`config.mk`:
```
export PLATFORM = sky130hd
export DESIGN_NAME = move_gather_arbiter
export DESIGN_NICKNAME = d
export VERILOG_FILES = /design/src/rtl/move_gather_arbiter_pkg.sv /design/src/rtl/move_gather_arbiter_fifo.sv /design/src/rtl/move_gather_arbiter.sv
export SDC_FILE = /design/constraint.sdc
export NUM_CORES = 1
export LEC_CHECK = 0
export CORE_ASPECT_RATIO = 0.6
export CORE_MARGIN = 3
export CORE_UTILIZATION = 35
export DETAILED_ROUTE_END_ITERATION = 8
export PLACE_DENSITY = 0.54
export SLEW_MARGIN = 20
export SYNTH_ARGS = -nofsm -noshare
export SYNTH_HDL_FRONTEND = slang
export SYNTH_SLANG_ARGS = --single-unit
export TNS_END_PERCENT = 30
```
`constraint.sdc`:
```
create_clock -name clk -period 9.3 [get_ports clk]
set_input_delay 0.93 -clock clk [delete_from_list [all_inputs] [get_ports clk]]
set_output_delay 0.93 -clock clk [all_outputs]
set_load 0.005 [all_outputs]
```
`src/rtl/move_gather_arbiter_pkg.sv`:
```
`default_nettype none
// ============================================================================
// Module   : move_gather_arbiter_pkg
// Purpose  : Shared definitions for the move-gather path: default move word
//            width, number of square generators per group, move flag bit
//            positions and the gather FSM state encoding.
// Ports    : none (package)
// Revision : 1.0 - initial release
// ============================================================================
package move_gather_arbiter_pkg;

  localparam int MOVE_W = 48;  // move word width
  localparam int NSQ    = 8;   // square generators per column

  // Move flag field bit positions ([invalid][promote][pawn][pawn2][ep][castle][capture])
  localparam int FLG_CAPTURE = 0;
  localparam int FLG_CASTLE  = 1;
  localparam int FLG_EP      = 2;
  localparam int FLG_PAWN2   = 3;
  localparam int FLG_PAWN    = 4;
  localparam int FLG_PROMOTE = 5;
  localparam int FLG_INVALID = 6;
  localparam int FLG_W       = 7;

  typedef enum logic [1:0] {
    ST_IDLE  = 2'd0,
    ST_WAIT  = 2'd1,
    ST_DRAIN = 2'd2,
    ST_DONE  = 2'd3
  } gather_state_t;

endpackage
`default_nettype wire

```
`src/rtl/move_gather_arbiter_fifo.sv`:
```
`default_nettype none
// ============================================================================
// Module   : move_gather_arbiter_fifo
// Purpose  : Synchronous first-word-fall-through FIFO with occupancy count.
//            Push and pop in the same cycle are both honoured, including at
//            full; a pop while empty is ignored. out_data reads 0 when empty.
// Ports    : clk, reset_n (async active-low), flush (sync empty),
//            push/push_data, pop, out_valid/out_data (head), count.
// Revision : 1.0 - initial release
// ============================================================================
module move_gather_arbiter_fifo #(
  parameter int DW    = 48,
  parameter int DEPTH = 16
) (
  input  logic                         clk,
  input  logic                         reset_n,
  input  logic                         flush,
  input  logic                         push,
  input  logic [DW-1:0]                push_data,
  input  logic                         pop,
  output logic                         out_valid,
  output logic [DW-1:0]                out_data,
  output logic [$clog2(DEPTH+1)-1:0]   count
);

  localparam int AW = $clog2(DEPTH);
  localparam int CW = $clog2(DEPTH+1);

  logic [DW-1:0] mem [DEPTH];
  logic [AW-1:0] rd_ptr_q;
  logic [AW-1:0] wr_ptr_q;
  logic [CW-1:0] count_q;
  logic          pop_ok;
  logic          push_ok;

  assign pop_ok  = pop & (count_q != '0);
  // A push at full is only legal when the head leaves in the same cycle.
  assign push_ok = push & ((count_q != CW'(DEPTH)) | pop_ok);

  always_ff @(posedge clk) begin
    if (push_ok) begin
      mem[wr_ptr_q] <= push_data;
    end
  end

  always_ff @(posedge clk or negedge reset_n) begin
    if (!reset_n) begin
      rd_ptr_q <= '0;
      wr_ptr_q <= '0;
      count_q  <= '0;
    end else if (flush) begin
      rd_ptr_q <= '0;
      wr_ptr_q <= '0;
      count_q  <= '0;
    end else begin
      if (push_ok) wr_ptr_q <= wr_ptr_q + 1'b1;
      if (pop_ok)  rd_ptr_q <= rd_ptr_q + 1'b1;
      case ({push_ok, pop_ok})
        2'b10:   count_q <= count_q + 1'b1;
        2'b01:   count_q <= count_q - 1'b1;
        default: count_q <= count_q;
      endcase
    end
  end

  assign out_valid = (count_q != '0);
  assign out_data  = out_valid ? mem[rd_ptr_q] : '0;
  assign count     = count_q;

endmodule
`default_nettype wire

```
`src/rtl/move_gather_arbiter.sv`:
```
`default_nettype none
// ============================================================================
// Module   : move_gather_arbiter
// Purpose  : Drains NCH per-square move FIFOs, one whole channel at a time,
//            into a local FWFT FIFO. Channels are granted once per pass when
//            their ch_done is high, in round-robin (RR=1) or highest-index
//            fixed priority (RR=0) order.
// Ports    : clk, reset_n, start, clear, ch_done/ch_empty/ch_rden/ch_data
//            (channel side), out_valid/out_ready/out_data/out_count (stream
//            side), busy (WAIT or DRAIN), done (pass complete, registered).
// Revision : 1.0 - initial release
// ============================================================================
module move_gather_arbiter
  import move_gather_arbiter_pkg::*;
#(
  parameter int NCH   = NSQ,
  parameter int DW    = MOVE_W,
  parameter int DEPTH = 16,
  parameter int RR    = 1
) (
  input  logic                         clk,
  input  logic                         reset_n,
  input  logic                         start,
  input  logic                         clear,
  input  logic [NCH-1:0]               ch_done,
  input  logic [NCH-1:0]               ch_empty,
  output logic [NCH-1:0]               ch_rden,
  input  logic [NCH*DW-1:0]            ch_data,
  output logic                         out_valid,
  input  logic                         out_ready,
  output logic [DW-1:0]                out_data,
  output logic [$clog2(DEPTH+1)-1:0]   out_count,
  output logic                         busy,
  output logic                         done
);

  localparam int PW = $clog2(NCH);

  gather_state_t  state_q, state_d;
  logic [NCH-1:0] drained_q;
  logic [PW-1:0]  rr_ptr_q;
  logic [PW-1:0]  sel_q;
  logic           wr_pend_q;
  logic           done_q;

  logic [NCH-1:0] cand;
  logic           grant_found;
  logic [PW-1:0]  grant_idx;
  logic           sel_empty;
  logic           room;
  logic           rden_sel;
  logic           start_ok;
  logic           fifo_empty;

  assign cand      = ch_done & ~drained_q;
  assign sel_empty = ch_empty[sel_q];
  // Keep one slot free for a word that is already in flight from the channel.
  assign room      = (int'(out_count) + int'(wr_pend_q)) <= (DEPTH - 2);
  assign rden_sel  = (state_q == ST_DRAIN) & ~sel_empty & room;
  assign start_ok  = start & ~clear & ((state_q == ST_IDLE) | (state_q == ST_DONE));
  assign fifo_empty = (out_count == '0);

  generate
    if (RR != 0) begin : g_rr
      logic [PW-1:0] rr_idx;
      // Rotating priority: search starts just after the last granted channel.
      always_comb begin
        grant_found = 1'b0;
        grant_idx   = '0;
        rr_idx      = '0;
        for (int i = 1; i <= NCH; i++) begin
          rr_idx = PW'((int'(rr_ptr_q) + i) % NCH);
          if (!grant_found && cand[rr_idx]) begin
            grant_found = 1'b1;
            grant_idx   = rr_idx;
          end
        end
      end
    end else begin : g_fp
      // Ascending scan, last hit wins, so the highest index takes priority.
      always_comb begin
        grant_found = 1'b0;
        grant_idx   = '0;
        for (int i = 0; i < NCH; i++) begin
          if (cand[PW'(i)]) begin
            grant_found = 1'b1;
            grant_idx   = PW'(i);
          end
        end
      end
    end
  endgenerate

  always_comb begin
    state_d = state_q;
    unique case (state_q)
      ST_IDLE:  if (start) state_d = ST_WAIT;
      ST_WAIT: begin
        if (grant_found) begin
          state_d = ST_DRAIN;
        end else if ((&drained_q) && !wr_pend_q && fifo_empty) begin
          state_d = ST_DONE;
        end
      end
      ST_DRAIN: if (sel_empty) state_d = ST_WAIT;
      ST_DONE:  if (start) state_d = ST_WAIT;
      default:  state_d = ST_IDLE;
    endcase
    if (clear) state_d = ST_IDLE;
  end

  always_comb begin
    ch_rden        = '0;
    ch_rden[sel_q] = rden_sel;
  end

  always_ff @(posedge clk or negedge reset_n) begin
    if (!reset_n) begin
      state_q   <= ST_IDLE;
      drained_q <= '0;
      rr_ptr_q  <= '0;
      sel_q     <= '0;
      wr_pend_q <= 1'b0;
      done_q    <= 1'b0;
    end else begin
      state_q   <= state_d;
      done_q    <= (state_d == ST_DONE);
      wr_pend_q <= clear ? 1'b0 : rden_sel;
      if (clear || start_ok) begin
        drained_q <= '0;
      end else if ((state_q == ST_DRAIN) && sel_empty) begin
        drained_q[sel_q] <= 1'b1;
      end
      // sel_q only moves in WAIT, where no write is pending, so the final
      // in-flight word of the previous channel is always muxed correctly.
      if (!clear && (state_q == ST_WAIT) && grant_found) begin
        sel_q    <= grant_idx;
        rr_ptr_q <= grant_idx;
      end
    end
  end

  move_gather_arbiter_fifo #(
    .DW    (DW),
    .DEPTH (DEPTH)
  ) u_fifo (
    .clk       (clk),
    .reset_n   (reset_n),
    .flush     (clear),
    .push      (wr_pend_q),
    .push_data (ch_data[int'(sel_q)*DW +: DW]),
    .pop       (out_ready),
    .out_valid (out_valid),
    .out_data  (out_data),
    .count     (out_count)
  );

  assign busy = (state_q == ST_WAIT) || (state_q == ST_DRAIN);
  assign done = done_q;

endmodule
`default_nettype wire

```
---- After elaboration in Yosys (flattened, before gate mapping) ----
Memory sizes are Yosys's and may differ from the RTL's.
Index checks and enable logic that the tools add are counted.
cells by class
  add/sub/neg operators ................... 13
  multiply operators ...................... 1
  div/mod/pow operators ................... 0
  $lt $le $gt $ge ......................... 11
  equal/unequal tests ..................... 7
  shifts and indexed selects .............. 1
  muxes and demuxes ....................... 54
  bitwise operators ....................... 14
  reductions and logical operators ........ 33
operator list
  cell                 number
  $shiftx 384x10->48   1
  $mux 48              1
  $lt 3x4->1 const B   9
  $bmux 1 s3           9
  $mux 3               8
  $mux 1               21
  $and 8x8->8          2
  $mux 4               4
  $mux 8               2
  $logic_and 1x1->1    13
  $add 3x3->3 const B  4
  $mux 2               5
  $pmux 5 s2           1
  $logic_not 1->1      9
  $add 4x1->4 const B  2
  $eq 2x2->1 const B   4
  $not 8->8            1
  $or 8x8->8           1
  $reduce_and 8->1     1
  $add 3x1->3 const B  2
  $add 3x2->3 const B  2
  $add 5x1->6          1
  $and 1x1->1          6
  $le 6x4->1 const B   1
  other kinds (18)     24
word-level totals
  bits in registers ....................... 28
  latch bits .............................. 0
  bits in writable memories ............... 768
  bits in read-only memories .............. 0
  bits of input ports ..................... 405
  output and inout bits ................... 64
  logic and storage cells ................. 143
  memories kept ........................... 1
memories
  name        words  bits a word  read ports  clocked after memory_dff  wr ports  line                            source
  u_fifo.mem  16     48           1           0                         1         move_gather_arbiter_fifo.sv:29  logic [DW-1:0] mem [DEPTH];

---- Longest topological paths before layout ----
  depth after elaboration ................. 30
  gate-level depth with buffers ........... 14
  gate-level depth less buffers ........... 13

---- By module ----
Synthesis repeated with hierarchy kept, for this count alone.
second synthesis, totals
  cell total of the unflattened synthesis .. 1841
  area total of the unflattened synthesis .. 35047.4 um^2
by module, submodules not included
  module                    instances  cells each  area each (um^2)
  move_gather_arbiter_fifo  1          1348        30155.2
  move_gather_arbiter       1          493         4892.2

---- Worst setup path before layout ----
No wires, ideal clock.
  path kind ............................... register to output
  start point ............................. register u_fifo.rd_ptr_q[0]
  end point ............................... output port out_data[0]
  arrival time ............................ 2.467 ns
  data required time ...................... 8.370 ns
  path slack .............................. 5.903 ns
  cell stages (with the launch flop) ...... 7
  cell sequence ........................... dfrtp_1 > clkbuf_1 > clkbuf_1 > buf_1 > mux4_2 > mux4_2 > and2_1
on the way
  longest elaborated chain between the ends .. 2
RTL lines
  element                   line                            source
  start: declaration        move_gather_arbiter_fifo.sv:30  logic [AW-1:0] rd_ptr_q;
  start signal: assignment  move_gather_arbiter_fifo.sv:57  if (pop_ok) rd_ptr_q <= rd_ptr_q + 1'b1;
  $mem_v2 16x48             --
  $mux 48                   move_gather_arbiter_fifo.sv:67  assign out_data = out_valid ? mem[rd_ptr_q] : '0;
  end: declaration          move_gather_arbiter.sv:31       output logic [DW-1:0] out_data,
No other way between the ends.

---- Worst setup path after layout ----
  start point ............................. register u_fifo.rd_ptr_q[0]
  end point ............................... output port out_data[38]
The elaborated chain is that of the path after synthesis.

==> impl_results.md <==
* Total GRT Usage at 0.212
* Global-route wire length before repair at 154000 um
* Antenna violations before repair at 23
* Drt wl/cell at 30.7 um
* Core ar. at 97100 um2
* Max Freq at 0.201 GHz
* H-tree levels at 3
* Nets at 2605
* Clock power frac at 0.253
* DR iter-0 viols at 1946
* Switching share of power at 0.314
* Mapped Nets at 2131
* Largest vdd supply drop at 178 uV
* Most common cell on crit path: mux4_2
* R2R Path Start: sel_q[0]$_DFFE_PN0P_
* Run status: complete, no violations
* Mapped Area at 34700 um2
* Share of Yosys cell area claimed by the top area cell type at 0.665
* Critical path launch point: u_fifo.rd_ptr_q[0]$_DFFE_PN0P_
* Final setup vio count at 0
* Slowest CP cell: dfrtp_4
* Clk_skew at 0.0221 ns
* Core Util, Final at 0.446
* CP peak stage delay at 0.73 ns
* DP Wirelength at 68600 um
* CP Capture Type: output port
* DRC Markers at 0
* PortBufs at 468
* CTS Hold Bufs at 0
* Share of cells above drive strength 1 at 0.233
* Via count at 19477
* Slew Viols, Final at 0
* Combinational share of power at 0.340
* Setup Buffers After CTS at 0
* Cell leakage power at 13.7 nW
* HP Start: drained_q[7]$_DFFE_PN0P_
* Pre-CTS WS at 4.85 ns
* Resized cells post-CTS at 0
* Async set or reset register ratio after synthesis at 0.0352
* Leading cell type in the layout, fill and taps excluded: edfxtp_1
* Post-synth cell types at 60
* Ports at 469
* Vias/cell at 5.49
* DIE AREA at 103000 um2
* Final Hold Fails at 0
* Sequential share of power at 0.407
* Crit path buf inv count at 2
* Worst Setup Path Type: reg2out
* Final WS setup at 4.33 ns
* 1st-pass router iterations at 5
* Area Overhead vs Synth at 25.0%
* DRT antenna net count at 0
* DIE WIDTH at 412 um
* Routed length on met2 at 49400 um
* Slew @ Worst Pin at 1.06 ns
* Hold Crit Class: reg2reg
* Max-Cap Viols at 0
* Top layer in use: met5
* WP data arrival at 4.04 ns
* Synthesis-stage register bit count at 796
* CTS Buffer Depth at 3
* Die span in y at 250 um
* CP cell instances: buf_12 > mux4_2 > mux4_2 > and2_1 > clkdlybuf4s50_1
* Main flop type after synthesis: edfxtp_1
* Tmin final at 4.97 ns
* Post-synthesis sequential area ratio at 0.686
* Cell count after synthesis at 1706
* TritonCTS Buffers at 72
* Vias in the first global route at 19913
* Average instance area after synthesis at 20.3 um2
* DRT met1 WL at 50400 um
* Initial core utilization at 0.357
* Worst Path Max Fanout at 107
* RSZ-0062 raised after global routing: no
* Commonest non-fill, non-tap cells in the layout: 768 x edfxtp_1, 468 x clkdlybuf4s50_1, 350 x mux4_2, 169 x nand2_1, 74 x clkbuf_16
* CTS tree: done
* Total Wirelength at 109000 um
* GPL Wtd Cong at 1.01
* Final TNS setup at 0 ns
* Critical path required time at 8.37 ns
* CTS Root Cell: clkbuf_16
* Power Density at 278 nW/um2
* CP top delay family: buffers and inverters
* Reg clk slew, reported paths at 0.06 ns
* Ranking of synthesized cells by area: edfxtp_1 67%, mux4_2 23%, dfrtp_1 2.0%, nand2_1 1.8%, and2_1 1.4%
* Cell taking the most area after synthesis: edfxtp_1
* Rows at 88
* Gr ovfl total at 0
* YS warnings at 0
* Largest net degree at the start of global routing at 108
* Metal3 WL at 7230 um
* Slew margin rel. at 0.291
* EDFF count, synth at 768
* Net load switching power at 3.78 mW
* Critical Path Start Type: register
* Crit share post-route at 0.534
* Internal power at 8.24 mW
* Clock Latency Late Sink at 0.63 ns
* CTS sink cnt at 796
[per-stage QoR]
step / hold slack (ns) / area, um2 / total power [mW] / cells
after global placement: 0.551 / 40900 / 9.00 / 3410
final: 0.557 / 43300 / 12.0 / 3550
after global routing: 0.586 / 43300 / 12.6 / 3545
after detailed placement: 0.548 / 40900 / 9.10 / 3410
after floorplan: 0.497 / 34700 / 7.47 / 1706
after CTS: 0.563 / 43300 / 12.2 / 3540
[final cells by class]
class,instances,area [um2]
inverter,17,63.8
timing repair buffer,501,4980
clock buffer,87,1910
clock inverter,43,452
fill,8325,53800
tap,1305,1630
multi-input combinational,792,10500
antenna,9,22.5
sequential,796,23800
[kinds of logic after synthesis]
kind of cell    synth area share
compound gates            0.0138
flops                      0.686
mux                        0.231
simple gates              0.0453
buf+inv                   0.0135
fa+ha+maj                0.00744
xor+xnor                 0.00329
[path summary, 6_finish.rpt]
| path | endpoint | slack [ns] | depth (start not counted) |
|---|---|---|---|
| max | out_data[38] | 4.33 | 5 |
| min | drained_q[7]$_DFFE_PN0P_ | 0.56 | 2 |
| max reg2reg | sel_q[0]$_DFFE_PN0P_ | 5.06 | 10 |
| min reg2reg | drained_q[7]$_DFFE_PN0P_ | 0.56 | 2 |
| max in group asynchronous | sel_q[0]$_DFFE_PN0P_ | 8.25 | 2 |
| min in group asynchronous | u_fifo.count[0]$_DFFE_PN0P_ | 0.70 | 2 |
[cell usage after synthesis, types with 8 or more instances]
master and number:
mux2i_1 12, inv_1 14, o21ai_0 10, a21oi_1 21, nand2_1 169, ha_1 19, xor2_1 9, nor2b_1 12
nand2b_1 10, nor2_1 30, buf_1 25, clkbuf_1 63, edfxtp_1 768, nand3_1 8, dfrtp_1 28, mux4_2 350
buf_2 11, and2_1 75
[power groups by stage]
stage	clock network, mW	registers (mW)	logic, mW
floorplan	0	4.86	2.60
CTS	3.11	4.89	4.15
global placement	0	4.97	4.04
detailed placement	0	4.97	4.13
global route	3.26	4.91	4.44
finish	3.04	4.89	4.08
[sequential cells by signal, summed over array words and instances, names as in the netlist]
name	cells
u_fifo.mem	768
u_fifo.wr_ptr_q	4
u_fifo.rd_ptr_q	4
u_fifo.count	5
drained_q	8
sel_q	3
done	1
wr_pend_q	1
state_q	2
[worst register-to-register path, stage by stage, from the launching register on]
cell,delay (ns)
dfrtp_4,0.63
buf_4,0.56
buf_4,0.58
ha_1,0.34
xor2_1,0.47
mux4_2,0.33
nand2_1,0.06
a21oi_1,0.48
nand2_1,0.22
o2111ai_1,0.31
xnor2_1,0.17
[layer usage]
layer,GRT usage,up-vias
met5,0,-
met2,0.313,636
met4,0.0450,8
met1,0.317,10647
li1,-,8065
met3,0.0533,121
(Power assumes the default switching activity.)
==> edit 1, RTL diff (config.mk and constraints unchanged) <==
Register the output `out_count`, with the module's reset; this adds one clock of latency there. The other outputs are not delayed to match.
--- a/src/rtl/move_gather_arbiter.sv
+++ b/src/rtl/move_gather_arbiter.sv
@@ -36,6 +36,8 @@
 
   localparam int PW = $clog2(NCH);
 
+  logic [$clog2(DEPTH+1)-1:0] out_count_d;
+
   gather_state_t  state_q, state_d;
   logic [NCH-1:0] drained_q;
   logic [PW-1:0]  rr_ptr_q;
@@ -55,10 +57,10 @@
   assign cand      = ch_done & ~drained_q;
   assign sel_empty = ch_empty[sel_q];
   // Keep one slot free for a word that is already in flight from the channel.
-  assign room      = (int'(out_count) + int'(wr_pend_q)) <= (DEPTH - 2);
+  assign room      = (int'(out_count_d) + int'(wr_pend_q)) <= (DEPTH - 2);
   assign rden_sel  = (state_q == ST_DRAIN) & ~sel_empty & room;
   assign start_ok  = start & ~clear & ((state_q == ST_IDLE) | (state_q == ST_DONE));
-  assign fifo_empty = (out_count == '0);
+  assign fifo_empty = (out_count_d == '0);
 
   generate
     if (RR != 0) begin : g_rr
@@ -152,12 +154,20 @@
     .pop       (out_ready),
     .out_valid (out_valid),
     .out_data  (out_data),
-    .count     (out_count)
+    .count     (out_count_d)
   );
 
   assign busy = (state_q == ST_WAIT) || (state_q == ST_DRAIN);
   assign done = done_q;
 
+  always_ff @(posedge clk or negedge reset_n) begin
+    if (!reset_n) begin
+      out_count <= '0;
+    end else begin
+      out_count <= out_count_d;
+    end
+  end
+
 endmodule
 `default_nettype wire
 
Check against the original RTL: not settled (the Yosys comparison gave no result); the edit may change what the design does.
==> edit 1 against the unedited design <==
Clock skew grew 0.0046 ns. Synthesized cell count shrank 0.53%. Non-clock buffer count shrank 4. Sequential cell count grew 5. Register-to-register slack gained 0.09 ns. Setup slack lost 0.57 ns. Design area grew 0.68%. Power shrank 0.43%. Combinational power shrank 6.1%. Routed wire length shrank 2.6%. Largest power group unchanged. Area after synthesis grew 0.19%. Highest routed layer is now met4. Via count shrank 1.7%.
==> edit 1: results (changes against the unedited design) <==
- Synth area leaders: edfxtp_1, mux4_2, dfrtp_1, nand2_1, and2_1
- First-pass GRT wire length: 150 mm (-2.8%)
- Routed via count: 19200 (-1.7%)
- Port Buffers: 468 (unchanged)
- Syn Nets: 2122 (-0.42%)
- TritonCTS Buffers: 75 (+4.2%)
- Wire length on met1: 47.5 mm (-5.7%)
- Vias in the first global route: 19900 (-0.21%)
- NumNets Final: 2593 (-0.46%)
- WL met3: 6.67 mm (-7.7%)
- Crit path max fanout: 41 (-62%)
- Outcome: finished, final reports clean
- Slew @ Worst Pin: 1.09 ns (+0.0273 ns)
- Final HPWL DP: 66.1 mm (-3.7%)
- R2r setup slk: 5.15 ns (+0.09 ns)
- Layout Skew: 0.0267 ns (+0.00457 ns)
- P_sw: 3.66 mW (-3.2%)
- Pin count of the biggest net entering global routing: 77 (-29%)
- Met2 routed wirelength: 50.3 mm (+1.8%)
- DR iter-0 viols: 1903 (-2.2%)
- Leakage: 13.8 nW (+0.76%)
- Max layer used: met4
- Synth top cells by count: edfxtp_1, mux4_2, nand2_1
- Worst flop-to-flop path endpoint: sel_q[1]
- Worst R2R Path Depth: 8 (-2)
- Post-DP Area: 41000 µm² (+0.19%)
- Class of the worst hold path: input pin to async pin
- Worst VDD drop: 0.000146 V (-18%)
- Crit path DAT: 4.61 ns (+0.57 ns)
- Gr usage total: 0.206 (-0.00615)
- Mean Syn Cell Area: 20.5 µm² (+0.72%)
- Ys async rst share: 0.0412 (+0.00602)
- Library cells used by synthesis: 57 (-5.0%)
- Hold slack: 0.393 ns (-0.165 ns)
- Worst r2r src: sel_q[1]
## edit 1: layout make-up
type | instances | area (µm²)
flip-flops and latches | 801 | 23900
multi-input cells | 777 | 10400
clock inverters | 41 | 463
fillers | 8264 | 53600
repair buffers | 497 | 5040
well taps | 1305 | 1630
clock buffers | 96 | 2070
diodes | 12 | 30.0
inverters | 16 | 62.6
## edit 1: per-stage QoR
step	util	worst slack, ns
5_1_grt	0.448	3.44
3_5_place_dp	0.421	4.35
3_3_place_gp	0.420	4.37
4_1_cts	0.447	3.64
2_1_floorplan	-	5.90
6_report	0.448	3.76
## edit 1: cell families (layout without fill, tap and decap cells)
family,Yosys count,after routing,share of synthesized area
AOI/OAI and AO/OA,65,65,0.0121
DFF,801,801,0.688
muxes,370,370,0.234
other,0,12,0
xor gates and xnor gates,11,11,0.00278
and+or+nand+nor,311,311,0.0424
adders and majority gates,20,20,0.00742
buffers and inverters,119,650,0.0137
## edit 1: routing by layer
metal,vias up,track usage
met5,-,0.00979
met4,0,0.0447
met3,115,0.0473
met2,644,0.315
met1,10400,0.300
li1,8030,-
## edit 1: worst max path at each step
stage,from,slack [ns],depth (start not counted),end
floorplan,u_fifo.rd_ptr_q[0],5.90,6,out_data[0]
global route,sel_q[0],3.44,8,ch_rden[4]
finish,sel_q[0],3.76,8,ch_rden[4]
detailed placement,sel_q[0],4.35,8,ch_rden[4]
global placement,sel_q[0],4.37,8,ch_rden[4]
CTS,sel_q[0],3.64,8,ch_rden[4]
## edit 1: critical path, stage by stage, from the launching register on
cell,delay [ns]
dfrtp_4,0.75
buf_4,0.70
mux4_2,0.58
mux2i_1,0.24
nand2_1,0.14
a311o_1,0.36
nor2_1,0.28
and2_1,0.34
clkdlybuf4s50_1,0.56
## edit 1: power groups by stage
stage          clock, mW  sequential (mW)  combinational (mW)
6_report            3.17             4.96                3.83
5_1_grt             3.40             4.99                4.15
4_1_cts             3.25             4.97                3.90
3_5_place_dp           0             5.05                3.88
3_3_place_gp           0             5.04                3.79
2_1_floorplan          0             4.86                2.54
==> edit 2, RTL diff (same flow settings) <==
Without the edit above. `DEPTH` is set to 16 in 2 places; all go to 8.
--- a/src/rtl/move_gather_arbiter_fifo.sv
+++ b/src/rtl/move_gather_arbiter_fifo.sv
@@ -10,7 +10,7 @@
 // ============================================================================
 module move_gather_arbiter_fifo #(
   parameter int DW    = 48,
-  parameter int DEPTH = 16
+  parameter int DEPTH = 8
 ) (
   input  logic                         clk,
   input  logic                         reset_n,
--- a/src/rtl/move_gather_arbiter.sv
+++ b/src/rtl/move_gather_arbiter.sv
@@ -15,7 +15,7 @@
 #(
   parameter int NCH   = NSQ,
   parameter int DW    = MOVE_W,
-  parameter int DEPTH = 16,
+  parameter int DEPTH = 8,
   parameter int RR    = 1
 ) (
   input  logic                         clk,
Interface: changed (resized out_count); port bits go from 469 to 468. No check against the original RTL was run, so the function may have changed too.
==> edit 2 against the unedited design <==
Setup slack better by 0.20 ns. Count of clock-buffer cells in the layout is 35 lower. Largest cell class unchanged. Maximum frequency is 4.2% higher. Routed wire length is 47% lower. Power is 40% lower. Area after synthesis is 43% lower. Sequential cell count is 387 lower. Design area is 38% lower.
==> edit 2: results (changes against the unedited design) <==
- Crit path DAT: 3.84 ns (-0.20 ns)
- Ys async rst share: 0.0611 (+0.0259)
- Crit path max fanout: 51 (-52%)
- TritonCTS Buffers: 40 (-44%)
- Initial antenna violation count: 2 (-91%)
- Port Buffers: 467 (-0.21%)
- Top reg by flops: u_fifo.mem
- Ratio of cells with drive above 1 in the final layout: 0.189 (-0.0449)
- Hold Crit Start: drained_q[6]
- Slew @ Worst Pin: 0.998 ns (-0.0659 ns)
- Post-synth EDFFs: 384 (-50%)
- First-pass GRT wire length: 86.2 mm (-44%)
- Syn Inst Count: 1152 (-32%)
- Worst r2r src: sel_q[1]
- Post-DP Area: 25300 µm² (-38%)
- Hold slack: 0.523 ns (-0.0346 ns)
- End point of the worst hold path: drained_q[6]
- Routed wire length: 57.4 mm (-47%)
- Max reg flops: 384 (-50%)
- Vias in the first global route: 13400 (-33%)
- Worst flop-to-flop path endpoint: sel_q[2]
- Max clock buf depth: 3 (unchanged)
- Non-filler cells, final: 2387 (-33%)
- Gpl congestion: 0.865 (-14%)
- Slowest CP cell: mux4_2
- Register area share after synthesis: 0.615 (-0.0706)
- Dpl ws: 4.78 ns (-0.0708 ns)
- Ys flop type: edfxtp_1
- NumNets Final: 2029 (-22%)
- Syn Nets: 1573 (-26%)
- Synth top cells by count: edfxtp_1, mux4_2, nand2_1
- DR iter-0 viols: 928 (-52%)
- R2r setup slk: 5.20 ns (+0.14 ns)
- Placed Instances: 2313 (-32%)
- Diodes inserted: 0 (-9)
- Worst VDD drop: 0.000192 V (+7.7%)
- Crit-path max cell delay: 0.60 ns (-0.13 ns)
- Pin count of the biggest net entering global routing: 59 (-45%)
- Outcome: finished, final reports clean
- Drt via density: 5.17 (-5.8%)
- Library cells used by synthesis: 57 (-5.0%)
- Leakage: 8.77 nW (-36%)
- Final HPWL DP: 38.2 mm (-44%)
- First-pass detailed-route iteration total: 7 (+2)
-- edit 2: cell types whose count changed after synthesis, sizes merged, moves of 23 or more --
cell / delta
mux4: -146
clkbuf: -23
edfxtp: -384
nor2: +57
mux2i: +55
and2: -67
-- edit 2: area by class of cell --
class                      count  area, µm²  area share
clock inverter                21        268      0.0100
tap                          748        936      0.0351
timing repair buffer         487       4840       0.182
multi-input combinational    659       7320       0.274
clock buffer                  52       1080      0.0404
sequential                   409      12200       0.457
inverter                      11       53.8     0.00202
-- edit 2: worst min-delay path: stages, from the launching register on --
cell	delay, ns
dfrtp_1	0.36
a21oi_1	0.05
nor2_1	0.08
-- edit 2: how the worst max path moves through the flow --
stage / start / endpoint / slack (ns)
final: sel_q[0] / ch_rden[1] / 4.53
after global routing: sel_q[0] / ch_rden[1] / 4.25
after CTS: sel_q[0] / ch_rden[1] / 4.17
after detailed placement: sel_q[0] / ch_rden[1] / 4.78
after global placement: sel_q[1] / sel_q[2] / 4.84
after floorplan: out_ready / u_fifo.mem[0][0] / 4.24
-- edit 2: kinds of logic (layout without fill, tap and decap cells) --
logic type      after synthesis  after routing  share of synthesized area
xor+xnor                      9              9                    0.00437
mux                         272            272                      0.267
compound gates               59             59                     0.0198
buf+inv                      84            571                     0.0179
flops                       409            409                      0.615
fa+ha+maj                    16             16                     0.0105
simple gates                303            303                     0.0651
-- edit 2: power breakdown --
part,switching (mW),internal [mW],leakage (nW)
combinational,1.62,1.36,4.33
clock,0.694,0.966,0.647
sequential,0.113,2.47,3.79
-- edit 2: routing by layer --
layer / track usage / vias up / wire length (µm)
li1: - / 5545 / -
met1: 0.278 / 6383 / 26200
met2: 0.316 / 359 / 27600
met3: 0.0328 / 47 / 3060
met4: 0.0286 / 0 / 583
met5: 0 / - / 0
